<file path="src/rtl/trig_multi.sv">
// ============================================================================
// Module   : trig_multi
// Purpose  : Multi-channel wake-up trigger with synchroniser, selectable edge
//            polarity, saturating event counters and retriggerable windows.
// Revision : 1.0 - initial release
// ============================================================================
`default_nettype none

module trig_multi #(
  parameter int NCH     = 4,
  parameter int CNT_W   = 20,
  parameter int TIM_W   = 20,
  parameter int TIMEOUT = 14000
) (
  input  logic                 clki,
  input  logic                 rst_n,
  input  logic [NCH-1:0]       wake_up,
  input  logic [1:0]           edge_sel,
  input  logic                 retrig,
  input  logic                 clr_count,
  output logic [NCH*CNT_W-1:0] count,
  output logic [NCH-1:0]       WU_valid,
  output logic [NCH-1:0]       overrun,
  output logic                 any_valid
);

  localparam logic [1:0]       c_SEL_RISE = 2'b00;
  localparam logic [1:0]       c_SEL_FALL = 2'b01;
  localparam logic [1:0]       c_SEL_BOTH = 2'b10;
  localparam logic [TIM_W-1:0] c_TLAST    = TIM_W'(TIMEOUT - 1);
  localparam logic [CNT_W-1:0] c_CMAX     = '1;
  localparam logic [CNT_W-1:0] c_CONE     = CNT_W'(1);

  logic [NCH-1:0] w_vld_next;
  logic           any_valid_q;

  generate
    for (genvar i = 0; i < NCH; i++) begin : g_ch
      logic [2:0]       sync_q;
      logic [CNT_W-1:0] cnt_q, cnt_d;
      logic [TIM_W-1:0] tmr_q, tmr_d;
      logic             vld_q, vld_d;
      logic             ovr_q, ovr_d;
      logic             w_rise, w_fall, w_edge;

      assign w_rise = ~sync_q[2] &  sync_q[1];
      assign w_fall =  sync_q[2] & ~sync_q[1];

      always_comb begin
        w_edge = 1'b0;
        case (edge_sel)
          c_SEL_RISE: w_edge = w_rise;
          c_SEL_FALL: w_edge = w_fall;
          c_SEL_BOTH: w_edge = w_rise | w_fall;
          default:    w_edge = 1'b0;
        endcase
      end

      always_comb begin
        cnt_d = cnt_q;
        tmr_d = tmr_q;
        vld_d = vld_q;
        ovr_d = ovr_q;
        if (clr_count) begin
          cnt_d = '0;
          ovr_d = 1'b0;
        end
        // Normal window progression; an edge below may override it.
        if (vld_q) begin
          if (tmr_q == c_TLAST) vld_d = 1'b0;
          else                  tmr_d = tmr_q + 1'b1;
        end
        if (w_edge) begin
          if (clr_count)             cnt_d = c_CONE;
          else if (cnt_q != c_CMAX)  cnt_d = cnt_q + 1'b1;
          if (vld_q) begin
            ovr_d = 1'b1;
            if (retrig) begin
              vld_d = 1'b1;
              tmr_d = '0;
            end
          end else begin
            vld_d = 1'b1;
            tmr_d = '0;
          end
        end
      end

      always_ff @(posedge clki) begin
        if (!rst_n) begin
          sync_q <= '0;
          cnt_q  <= '0;
          tmr_q  <= '0;
          vld_q  <= 1'b0;
          ovr_q  <= 1'b0;
        end else begin
          sync_q <= {sync_q[1:0], wake_up[i]};
          cnt_q  <= cnt_d;
          tmr_q  <= tmr_d;
          vld_q  <= vld_d;
          ovr_q  <= ovr_d;
        end
      end

      assign count[i*CNT_W +: CNT_W] = cnt_q;
      assign WU_valid[i]             = vld_q;
      assign overrun[i]              = ovr_q;
      assign w_vld_next[i]           = vld_d;
    end
  endgenerate

  // Registered from next-state so it lines up with WU_valid.
  always_ff @(posedge clki) begin
    if (!rst_n) any_valid_q <= 1'b0;
    else        any_valid_q <= |w_vld_next;
  end

  assign any_valid = any_valid_q;

endmodule

`default_nettype wire

</file>
<file path="config.mk">
export PLATFORM = sky130hd
export DESIGN_NAME = trig_multi
export DESIGN_NICKNAME = d
export VERILOG_FILES = /design/src/rtl/trig_multi.sv
export SDC_FILE = /design/constraint.sdc
export NUM_CORES = 1
export LEC_CHECK = 0
export BUFFER_PORTS_ARGS = -buffer_cell sky130_fd_sc_hd__buf_2
export CORE_MARGIN = 1.5
export CORE_UTILIZATION = 35
export DETAILED_ROUTE_END_ITERATION = 8
export PLACE_DENSITY_LB_ADDON = 0.1
export SYNTH_ARGS = -nofsm -noshare
export SYNTH_HDL_FRONTEND = slang
export SYNTH_SLANG_ARGS = --single-unit
</file>
<file path="constraint.sdc">
create_clock -name clki -period 3.4 [get_ports clki]
set_clock_uncertainty 0.05 [all_clocks]
set_input_delay 0.68 -clock clki [delete_from_list [all_inputs] [get_ports clki]]
set_output_delay 0.68 -clock clki [all_outputs]
set_load 0.005 [all_outputs]
</file>
# Word level (Yosys, flattened, before mapping)
# Cells that the tools add are included.
word_totals:
  output_inout_bits: 89
  regBits: 181
  latchBits: 0
  rom_bits: 0
  elab_cells: 133
  memories: 0
  input_bits: 10
  ram_bits: 0
op_classes:
  n_bitwise: 20
  mul: 0
  mux: 72
  shifts: 0
  reduce_logical: 2
  eq_ne: 10
  n_div: 0
  magnitude_cmp: 0
  add_sub_neg: 8
op_table:
  columns: ["operator", "count"]
  rows:
  - ["20-bit two-way mux", 36]
  - ["20-bit by 1-bit adder with 20-bit output, second input constant", 8]
  - ["20-bit by 14-bit == test with 1-bit output, second input constant", 4]
  - ["20-bit != test, second input constant", 4]
  - ["1-bit two-way mux", 32]
  - ["1-bit case mux with 3 select lines", 4]
  - ["1-bit bitwise AND", 8]
  - ["1-bit NOT", 8]
  - ["1-bit bitwise OR", 4]
  - ["4-bit OR reduction", 1]
  - ["2-bit by 1-bit == test with 1-bit output, second input constant", 1]
  - ["2-bit == test, second input constant", 1]
  - ["2-bit logical NOT", 1]

# Longest topological paths before layout
# Gate-level depths: netlist of run 1.
logic_depth:
  word_depth: 7
  mapped_depth: 9
  ltp_nobuf: 8

# Worst setup path before layout of run 1
# OpenSTA, ideal clock, no wires.
synth_path:
  path_kind: "input-to-reg"
  startpoint: "input rst_n"
  endpoint: "register g_ch[0].cnt_q[10]"
  arrival_ns: 2.063
  required_ns: 3.222
  cell_stages: 6
  slack_ns: 1.160
  path_buffers: 4
  path_cell_list: "clkdlybuf4s50_2 nand2b_1 buf_2 clkbuf_1 clkbuf_1 nor2_1"
synth_rtl:
  columns: ["element", "line_no", "source"]
  rows:
  - ["start: declaration", "16", "input logic rst_n,"]
  - ["end signal: assignment", "98", "cnt_q <= cnt_d;"]
  - ["end: declaration", "40", "logic [CNT_W-1:0] cnt_q, cnt_d;"]

# Worst setup path after layout of run 1
layout_path:
  startpoint: "register g_ch[0].tmr_q[1]"
  endpoint: "register any_valid_q (netlist: any_valid)"
layout_via:
  elab_chain_len: 7
layout_rtl:
  columns: ["element", "line_no", "source"]
  rows:
  - ["start: declaration", "41", "logic [TIM_W-1:0] tmr_q, tmr_d;"]
  - ["start signal: assignment", "99", "tmr_q <= tmr_d;"]
  - ["20-bit by 14-bit == test with 1-bit output *", "70", "if (tmr_q == c_TLAST) vld_d = 1'b0;"]
  - ["1-bit two-way mux *", "70", null]
  - ["1-bit two-way mux *", "69", "if (vld_q) begin"]
  - ["1-bit two-way mux", "78", "if (retrig) begin"]
  - ["1-bit two-way mux", "76", "if (vld_q) begin"]
  - ["1-bit two-way mux *", "73", "if (w_edge) begin"]
  - ["4-bit OR reduction *", "115", "else any_valid_q <= |w_vld_next;"]
  - ["end signal: assignment", "115", null]
  - ["end: declaration", "35", "logic any_valid_q;"]
# Mark *: on every way between the ends. The rest lies on a longest branch, timed or not.
# A chain may end at the register's enable or synchronous reset.

==> impl_metrics.toml, run 1 <==
[cts]
cts_root_buf = "clkbuf_16"
clock_latency_ns = 0.42
htreeDepth = 4
postCtsSetupBuffers = 0
cts_resized = 0
cts_tree = "done"
clk_path_buf_depth = 2
clock-sinks = 181
cts-hold-fix-buffers = 0
cts-buffers-inserted = 17
clkTransAtPathRegs_ns = 0.06

[drt]
first_iter_violations = 443
drc = 0
via_per_inst = 4.95
wl_um = 19600
vias = 7116
wl_per_cell_um = 13.7
drtPass1Iterations = 4
ant_nets = 0

[grt]
antenna_found_initial = 1
grt_pass1_vias = 6521
grt_max_degree = 27
grt_pass1_wl_um = 33200
overflow = 0
track_usage_pct = 15.8

[die]
dieArea_um2 = 25700
coreArea_um2 = 24300
die_h_um = 160
dieWidth_um = 160
fp-row-count = 57
start_util_pct = 35.6
pin_count = 99

[sta]
rsz0062_at_grt = "no"
maxSlewViolCount = 0
maxSlewHeadroom_pct = 41.7
clock.fmax_mhz = 397
worst_slew_pin_slew_ns = 0.869
finalHoldViolCount = 0
fin_crit_ns = 2.52
setup_ws_ns = 0.883
setup_viol = 0
setup_tns_ns = 0
holdWs_ns = 0.375
period_share_pct = 74.0

[worst_setup_path]
rr_worst_depth = 6
start_kind = "flip-flop"
critPathKind = "reg2reg"
critPathMaxFanout = 15
crit_arrival_ns = 2.77
required_ns = 3.65
critical_path.endpoint_type = "flip-flop"

[power]
vdd_drop_max_mv = 0.312
power_density_nw_per_um2 = 436
cellLeakagePower_nw = 3.78

[logic_synthesis]
ys_seq_area_share_pct = 41.9
syn_area_per_cell_um2 = 8.62
ys_ff_latch = 181
syn_inst = 1003
synthFlopType = "dfxtp_1"
synth_cell_types = 68
ys_async_sr_fraction_pct = 0
synth_edf_count = 0
synth_area_um2 = 8650
ys_warn_count = 0
syn_nets = 1029

[final_layout]
num_antenna_cells = 0
layout.nets = 1126
syn_to_final_growth_pct = 16.8
drive_gt1_share_pct = 16.1
finalNonFillerCells = 1437
final_util_pct = 41.6

[placed_design]
io_buffers = 98
place_ws_ns = 0.734
gp_congestion = 0.758
dp_hpwl_um = 14000
dp_cells = 1405

[hold_path]
holdPathStages = 1
hp-class = "reg2reg"

[flow_run]
drv_cap = 0

[status]
status = "completed"
worst paths after layout:
| path | to | slack [ns] | start |
|---|---|---|---|
| worst max-delay path | any_valid | 0.88 | g_ch[0].tmr_q[1] |
| worst max register to register | any_valid | 0.88 | g_ch[0].tmr_q[1] |
| worst min-delay path | g_ch[0].sync_q[1] | 0.37 | g_ch[0].sync_q[0] |
| worst min register to register | g_ch[0].sync_q[1] | 0.37 | g_ch[0].sync_q[0] |
sequential cells by signal, summed over array words and instances, names as in the netlist:
register,cells
g_ch.cnt_q,80
any_valid,1
g_ch.ovr_q,4
g_ch.sync_q,12
g_ch.vld_q,4
g_ch.tmr_q,80
kinds of logic (layout without fill, tap and decap cells):
logic type | count (synthesis) | count (layout) | synth area share [%]
mux | 4 | 4 | 0.463
fa+ha+maj | 16 | 16 | 2.31
buf+inv | 63 | 173 | 3.37
xor+xnor | 135 | 135 | 13.7
compound gates | 77 | 77 | 6.32
flops | 181 | 181 | 41.9
simple gates | 527 | 527 | 32.0
stage by stage:
stage               power [mW]  instance area, µm²
finish                    4.40               10100
CTS                       4.49               10100
global placement          2.39                9490
detailed placement        2.39                9490
global route              4.60               10100
floorplan                 2.32                8650
power breakdown:
part / switching, mW / total [mW] / internal (mW)
sequential: 0.0188 / 2.16 / 2.14
combinational: 0.114 / 0.178 / 0.0642
clock: 0.851 / 2.07 / 1.22
per-layer routing:
layer	up-vias	GRT usage [%]	part of all wire, %
met1	3311	22.3	52
met5	-	0	0.061
met3	9	3.35	3.2
met2	118	24.5	44
li1	3676	-	-
met4	2	4.12	0.78
synth_stat cells, types with 2 or more instances:
library cell | n | area, µm²
a211oi_1 | 5 | 37.5
a21o_1 | 3 | 22.5
a21oi_1 | 20 | 100
a31o_2 | 4 | 35.0
a31oi_1 | 3 | 18.8
and2_1 | 22 | 138
and2_2 | 2 | 15.0
and3_1 | 29 | 181
and4_1 | 19 | 166
buf_2 | 4 | 20.0
buf_4 | 9 | 67.6
clkbuf_1 | 23 | 86.3
dfxtp_1 | 181 | 3620
ha_1 | 16 | 200
inv_1 | 24 | 90.1
mux2i_1 | 4 | 40.0
nand2_1 | 70 | 263
nand2b_1 | 10 | 62.6
nand3_1 | 62 | 310
nand4_1 | 48 | 300
nand4b_1 | 3 | 26.3
nor2_1 | 160 | 601
nor2b_1 | 7 | 43.8
nor3_1 | 37 | 185
nor3b_1 | 4 | 30.0
nor4_1 | 18 | 113
nor4_2 | 2 | 25.0
nor4_4 | 2 | 42.5
nor4b_1 | 8 | 70.1
o211a_1 | 4 | 40.0
o211ai_1 | 3 | 22.5
o21ai_0 | 11 | 55.1
o21ai_1 | 5 | 25.0
o21ai_2 | 2 | 17.5
o21bai_1 | 2 | 15.0
o22ai_1 | 2 | 12.5
o31ai_1 | 2 | 15.0
or2_2 | 5 | 31.3
or3_1 | 3 | 18.8
or3_2 | 2 | 15.0
or4_1 | 3 | 22.5
xnor2_1 | 66 | 578
xor2_1 | 69 | 604
cells in the final DEF (no fill, tap or decap), drive strengths merged, types with 3 or more instances in the layout:
cell / instances
dfxtp: 181
nor2: 161
buf: 117
nand2: 70
xor2: 69
xnor2: 66
nand3: 62
nand4: 48
nor3: 38
and3: 30
inv: 26
and2: 24
nor4: 22
clkbuf: 21
a21oi: 20
and4: 20
o21ai: 18
ha: 16
nand2b: 10
nor4b: 8
nor2b: 7
or2: 5
a211oi: 5
or3: 5
mux2i: 4
a31o: 4
o211a: 4
nor3b: 4
clkinvlp: 4
a21o: 4
or4: 4
a31oi: 3
o211ai: 3
nand4b: 3
bufinv: 3
worst max-delay path, stage by stage (launching register included):
cell and delay, ns:
dfxtp_1 0.48, ha_1 0.33, nand3_1 0.12, or2_2 0.30, o31a_2 0.47, o21bai_1 0.22
o41a_1 0.43
layout make-up:
type                       count  area (µm²)
tap                          324         405
clock buffer                  21         470
timing repair buffer         117         633
fill                        2462       14200
inverter                      24        90.1
multi-input combinational    759        4740
sequential                   181        3620
clock inverter                11         148
Power figures use the tool's default switching activity.
==> run 2: changes to the inputs <==
ABC_AREA = 1   (was unset)
clock period = 2.5 ns   (was 3.4 ns; I/O delays follow)
==> run 2 against run 1 <==
Effect of this change: area after synthesis is 23% higher; via count is 45% higher; global-route usage is 2.0 points higher; core utilization is 1.0 points lower; largest cell class unchanged; clock power is 31% higher.
==> impl_metrics.toml, run 2 <==
[status]
status = "completed"

[cts]
clk_path_buf_depth = 2
cts_root_buf = "clkbuf_16"
cts-hold-fix-buffers = 0
cts_tree = "done"
cts-buffers-inserted = 17
clock_latency_ns = 0.44
htreeDepth = 4
clock-sinks = 181
cts_resized = 0
postCtsSetupBuffers = 0
clkTransAtPathRegs_ns = 0.08

[power]
total_power_mw = 5.95
power_density_nw_per_um2 = 494
vdd_drop_max_mv = 0.435
cellLeakagePower_nw = 4.96

[logic_synthesis]
ys_ff_latch = 181
ys_async_sr_fraction_pct = 0
syn_nets = 1682
yosys-top-cells-area = "dfxtp_1, nand2_1, nor2_1, inv_1, nand3_1"
yosys.area.top_type = "dfxtp_1"
synth_area_um2 = 10600
ys_seq_area_share_pct = 34.2
synth_common_cells = "nand2_1, nor2_1, inv_1, dfxtp_1, nand3_1"
synth_edf_count = 0
synth_cell_types = 39
ys_warn_count = 0
syn_inst = 1656
yosysMostFrequentCell = "nand2_1"
netlist.area_leader.share_pct = 34.2
synthFlopType = "dfxtp_1"
syn_area_per_cell_um2 = 6.41

[sta]
maxSlewViolCount = 0
maxSlewHeadroom_pct = 62.9
worst_slew_pin_slew_ns = 0.555
rsz0062_at_grt = "no"
setup_viol = 0
fin_crit_ns = 2.11
finalHoldViolCount = 0
clock.fmax_mhz = 474
period_share_pct = 84.3
setup_tns_ns = 0
setup_ws_ns = 0.391

[die]
dieArea_um2 = 31400
dieWidth_um = 177
pin_count = 99
die_h_um = 177
coreArea_um2 = 29700
start_util_pct = 35.7
fp-row-count = 63

[worst_setup_path]
ff2ff_setup_slack_ns = 0.39
r2r-end = "g_ch[0].cnt_q[0]"
required_ns = 2.78
start_kind = "flip-flop"
critPathKind = "reg2reg"
critPathMaxFanout = 23
crit_arrival_ns = 2.39
critical_path.endpoint_type = "flip-flop"
crit_end = "g_ch[0].cnt_q[0]"
rr_worst_depth = 10
startpoint = "g_ch[0].cnt_q[1]"
regToRegStartpoint = "g_ch[0].cnt_q[1]"

[drt]
ant_nets = 0
wl_um = 27400
drc = 0
first_iter_violations = 641
vias = 10300
via_per_inst = 4.80
drtPass1Iterations = 5
wl_per_cell_um = 12.8

[flow_run]
drv_cap = 0

[final_layout]
mostFrequentLayoutCell = "nand2_1"
syn_to_final_growth_pct = 13.5
finalNonFillerCells = 2145
layout.nets = 1768
drive_gt1_share_pct = 14.1
final_cell_mix = "nand2_1, nor2_1, inv_1"
largest_registers = "g_ch.cnt_q (80), g_ch.tmr_q (80), g_ch.sync_q (12)"
final_util_pct = 40.5
num_antenna_cells = 0

[hold_path]
hp-class = "in2reg"

[grt]
grt_pass1_vias = 9480
overflow = 0
antenna_found_initial = 0
grt_pass1_wl_um = 45700
track_usage_pct = 17.9
grt_max_degree = 34

[placed_design]
dp_cells = 2113
dp_hpwl_um = 20300
gp_congestion = 0.842
io_buffers = 98
place_ws_ns = 0.396
## run 2: cell families after synthesis
family                   Yosys count  synth area share [%]
flip-flops                       181                  34.2
AO/OA/AOI/OAI                    140                  7.32
AND/OR/NAND/NOR                 1006                  42.9
adder cells (fa/ha/maj)           16                  1.89
XOR/XNOR                          35                  2.89
buffers and inverters            278                  10.9
## run 2: worst min path at each step
stage | endpoint | slack [ns] | start | cells after the start
finish | g_ch[3].sync_q[0] | 0.24 | wake_up[3] | 3
global route | g_ch[2].sync_q[0] | 0.22 | wake_up[2] | 3
CTS | g_ch[3].sync_q[0] | 0.21 | wake_up[3] | 3
detailed placement | g_ch[3].sync_q[1] | 0.35 | g_ch[3].sync_q[0] | 2
global placement | g_ch[1].sync_q[1] | 0.35 | g_ch[1].sync_q[0] | 2
floorplan | g_ch[0].sync_q[1] | 0.34 | g_ch[0].sync_q[0] | 2
## run 2: final cells by class
cell class                 count  area (µm²)
clock inverter                15         153
inverter                     227         852
multi-input combinational   1197        5840
tap                          390         488
fill                        3157       17700
timing repair buffer         118         666
sequential                   181        3620
clock buffer                  17         425
## run 2: per-layer routing
layer,GRT usage (%),wire (µm),vias to the layer above
li1,-,-,5422
met2,30.1,12600,189
met3,2.60,1040,16
met1,23.9,13600,4673
met4,4.34,244,0
met5,0,0,-
## run 2: power by group
part           switching, mW  total (mW)  internal, mW
sequential            0.0249        2.93          2.91
clock                   1.37        2.71          1.34
combinational          0.217       0.304        0.0865
total                   1.61        5.95          4.33
## run 2: worst max-delay path, cell delays in order, from the launching register on
cell     delay [ns]
dfxtp_1        0.38
ha_1           0.26
inv_2          0.05
nor2_2         0.17
nand2_2        0.11
nor2_4         0.10
nand3_2        0.41
nand2_1        0.22
o21ai_1        0.11
nor2_1         0.11
nor2_1         0.04
## run 2: metrics by stage
step,hold slack [ns],area [µm²]
6_report,0.236,12000
5_1_grt,0.220,12000
4_1_cts,0.211,12000
3_5_place_dp,0.347,11500
3_3_place_gp,0.348,11500
2_1_floorplan,0.336,10600
==> run 3: changes to the inputs <==
clock period = 2 ns   (was 2.5 ns; I/O delays follow)
==> run 3 against run 2 <==
Effect of this change: die area unchanged; sequential share of layout area down 0.44 points; fmax up 15%; combinational power up 31%; critical endpoint is now g_ch[2].cnt_q[12]; critical path type unchanged; final area up 1.5%; via count down 0.35%; clock-buffer cell count up 3; wire length up 0.46%; register-to-register slack worse by 0.23 ns; non-clock buffer count up 28; sequential power up 25%; worst hold slack worse by 0.092 ns.
==> impl_metrics.toml, run 3 (same netlist as run 2, synthesis figures left out) <==
[status]
status = "completed"

[drt]
wl_met1_um = 13800
routed-wl-met3_um = 903
ant_nets = 0
via_per_inst = 4.72
wl_met2_um = 12600
wl_um = 27500
drc = 0
drtPass1Iterations = 5
first_iter_violations = 537
dr.max_layer_used = "met4"
vias = 10264
wl_per_cell_um = 12.7

[cts]
cts_tree = "done"
cts-hold-fix-buffers = 0
cts-buffers-inserted = 17
clock-sinks = 181
postCtsSetupBuffers = 0
clock_latency_ns = 0.44
cts_resized = 0
clk_path_buf_depth = 2
htreeDepth = 4
cts_root_buf = "clkbuf_16"
clkTransAtPathRegs_ns = 0.07

[sta]
holdWs_ns = 0.144
clock.fmax_mhz = 543
finalHoldViolCount = 0
worst_slew_pin_slew_ns = 0.482
fin_crit_ns = 1.84
maxSlewViolCount = 0
setup_ws_ns = 0.159
rsz0062_at_grt = "no"
period_share_pct = 92.1
setup_tns_ns = 0
setup_viol = 0
maxSlewHeadroom_pct = 67.7

[die]
pin_count = 99
start_util_pct = 35.7
die_h_um = 177
fp-row-count = 63
coreArea_um2 = 29700
dieArea_um2 = 31400
dieWidth_um = 177

[grt]
track_usage_pct = 18.1
antenna_found_initial = 0
overflow = 0
grt_max_degree = 38
grt_pass1_wl_um = 46200
grt_pass1_vias = 9537

[worst_setup_path]
timing.critical_path.buf_inv = 1
path_depth = 10
cp_slowest_cell = "dfxtp_1"
crit_top_cell = "nand2_1"
critPathKind = "reg2reg"
start_kind = "flip-flop"
regToRegStartpoint = "g_ch[2].cnt_q[0]"
crit_chain = "ha_1 > inv_1 > nor2_2 > nand2_2 > nor2_4 > nand3_2 > nand3_1 > nand2_1 > nand2_1 > nor2_1"
slowest_delay_ns = 0.38
critPathMaxFanout = 12
rr_worst_depth = 10
required_ns = 2.28
critical_path.endpoint_type = "flip-flop"
crit_arrival_ns = 2.12
ff2ff_setup_slack_ns = 0.16
critical_path.top_delay_family = "simple AND/OR/NAND/NOR gates"
r2r-end = "g_ch[2].cnt_q[12]"

[hold_path]
hp-class = "in2reg"
hold_start = "wake_up[2]"
holdPathStages = 3
whs_endpoint = "g_ch[2].sync_q[0]"

[final_layout]
regArea_um2 = 3620
final_util_pct = 41.1
final_cell_mix = "nand2_1, nor2_1, inv_1"
syn_to_final_growth_pct = 15.2
largest_registers = "g_ch.cnt_q (80), g_ch.tmr_q (80), g_ch.sync_q (12)"
multi_input_area_um2 = 5870
design_area_um2 = 12200
finalNonFillerCells = 2175
mostFrequentLayoutCell = "nand2_1"
drive_gt1_share_pct = 15.5
fillers = 3190
num_antenna_cells = 0
layout.nets = 1798

[placed_design]
placed_area_um2 = 11700
dp_cells = 2141
gp_congestion = 0.821
place_ws_ns = 0.137
io_buffers = 98
dp_hpwl_um = 20500

[power]
power_density_nw_per_um2 = 593
cellLeakagePower_nw = 5.06
vdd_drop_max_mv = 0.534
total_power_mw = 7.25

[flow_run]
drv_cap = 0
run 3: area by class of cell:
type	count	area share (%)
multi-input cells	1199	48.0
flip-flops and latches	181	29.6
inverters	227	6.97
repair buffers	146	6.96
well taps	390	3.99
clock buffers	20	3.65
clock inverters	12	0.788
run 3: metal layers:
| layer | up-vias | GRT usage [%] |
|---|---|---|
| li1 | 5491 | - |
| met1 | 4583 | 24.4 |
| met4 | 0 | 5.05 |
| met3 | 19 | 2.71 |
| met5 | - | 0 |
| met2 | 171 | 29.8 |
run 3: how the worst max path moves through the flow:
stage,start,endpoint
2_1_floorplan,g_ch[0].cnt_q[0],g_ch[0].cnt_q[8]
3_3_place_gp,edge_sel[0],g_ch[3].cnt_q[5]
3_5_place_dp,edge_sel[0],g_ch[3].cnt_q[5]
4_1_cts,g_ch[2].cnt_q[1],g_ch[2].cnt_q[1]
5_1_grt,g_ch[3].sync_q[1],g_ch[3].cnt_q[15]
6_report,g_ch[2].cnt_q[0],g_ch[2].cnt_q[12]
run 3: power breakdown:
group | internal [mW] | switching, mW | total (mW)
clock | 1.64 | 1.55 | 3.19
combinational | 0.121 | 0.278 | 0.399
sequential | 3.64 | 0.0246 | 3.66
total | 5.40 | 1.85 | 7.25
run 3: tightest hold or removal path, stage by stage:
cell and delay, ns:
buf_2 0.11, nand2_1 0.06, inv_1 0.04
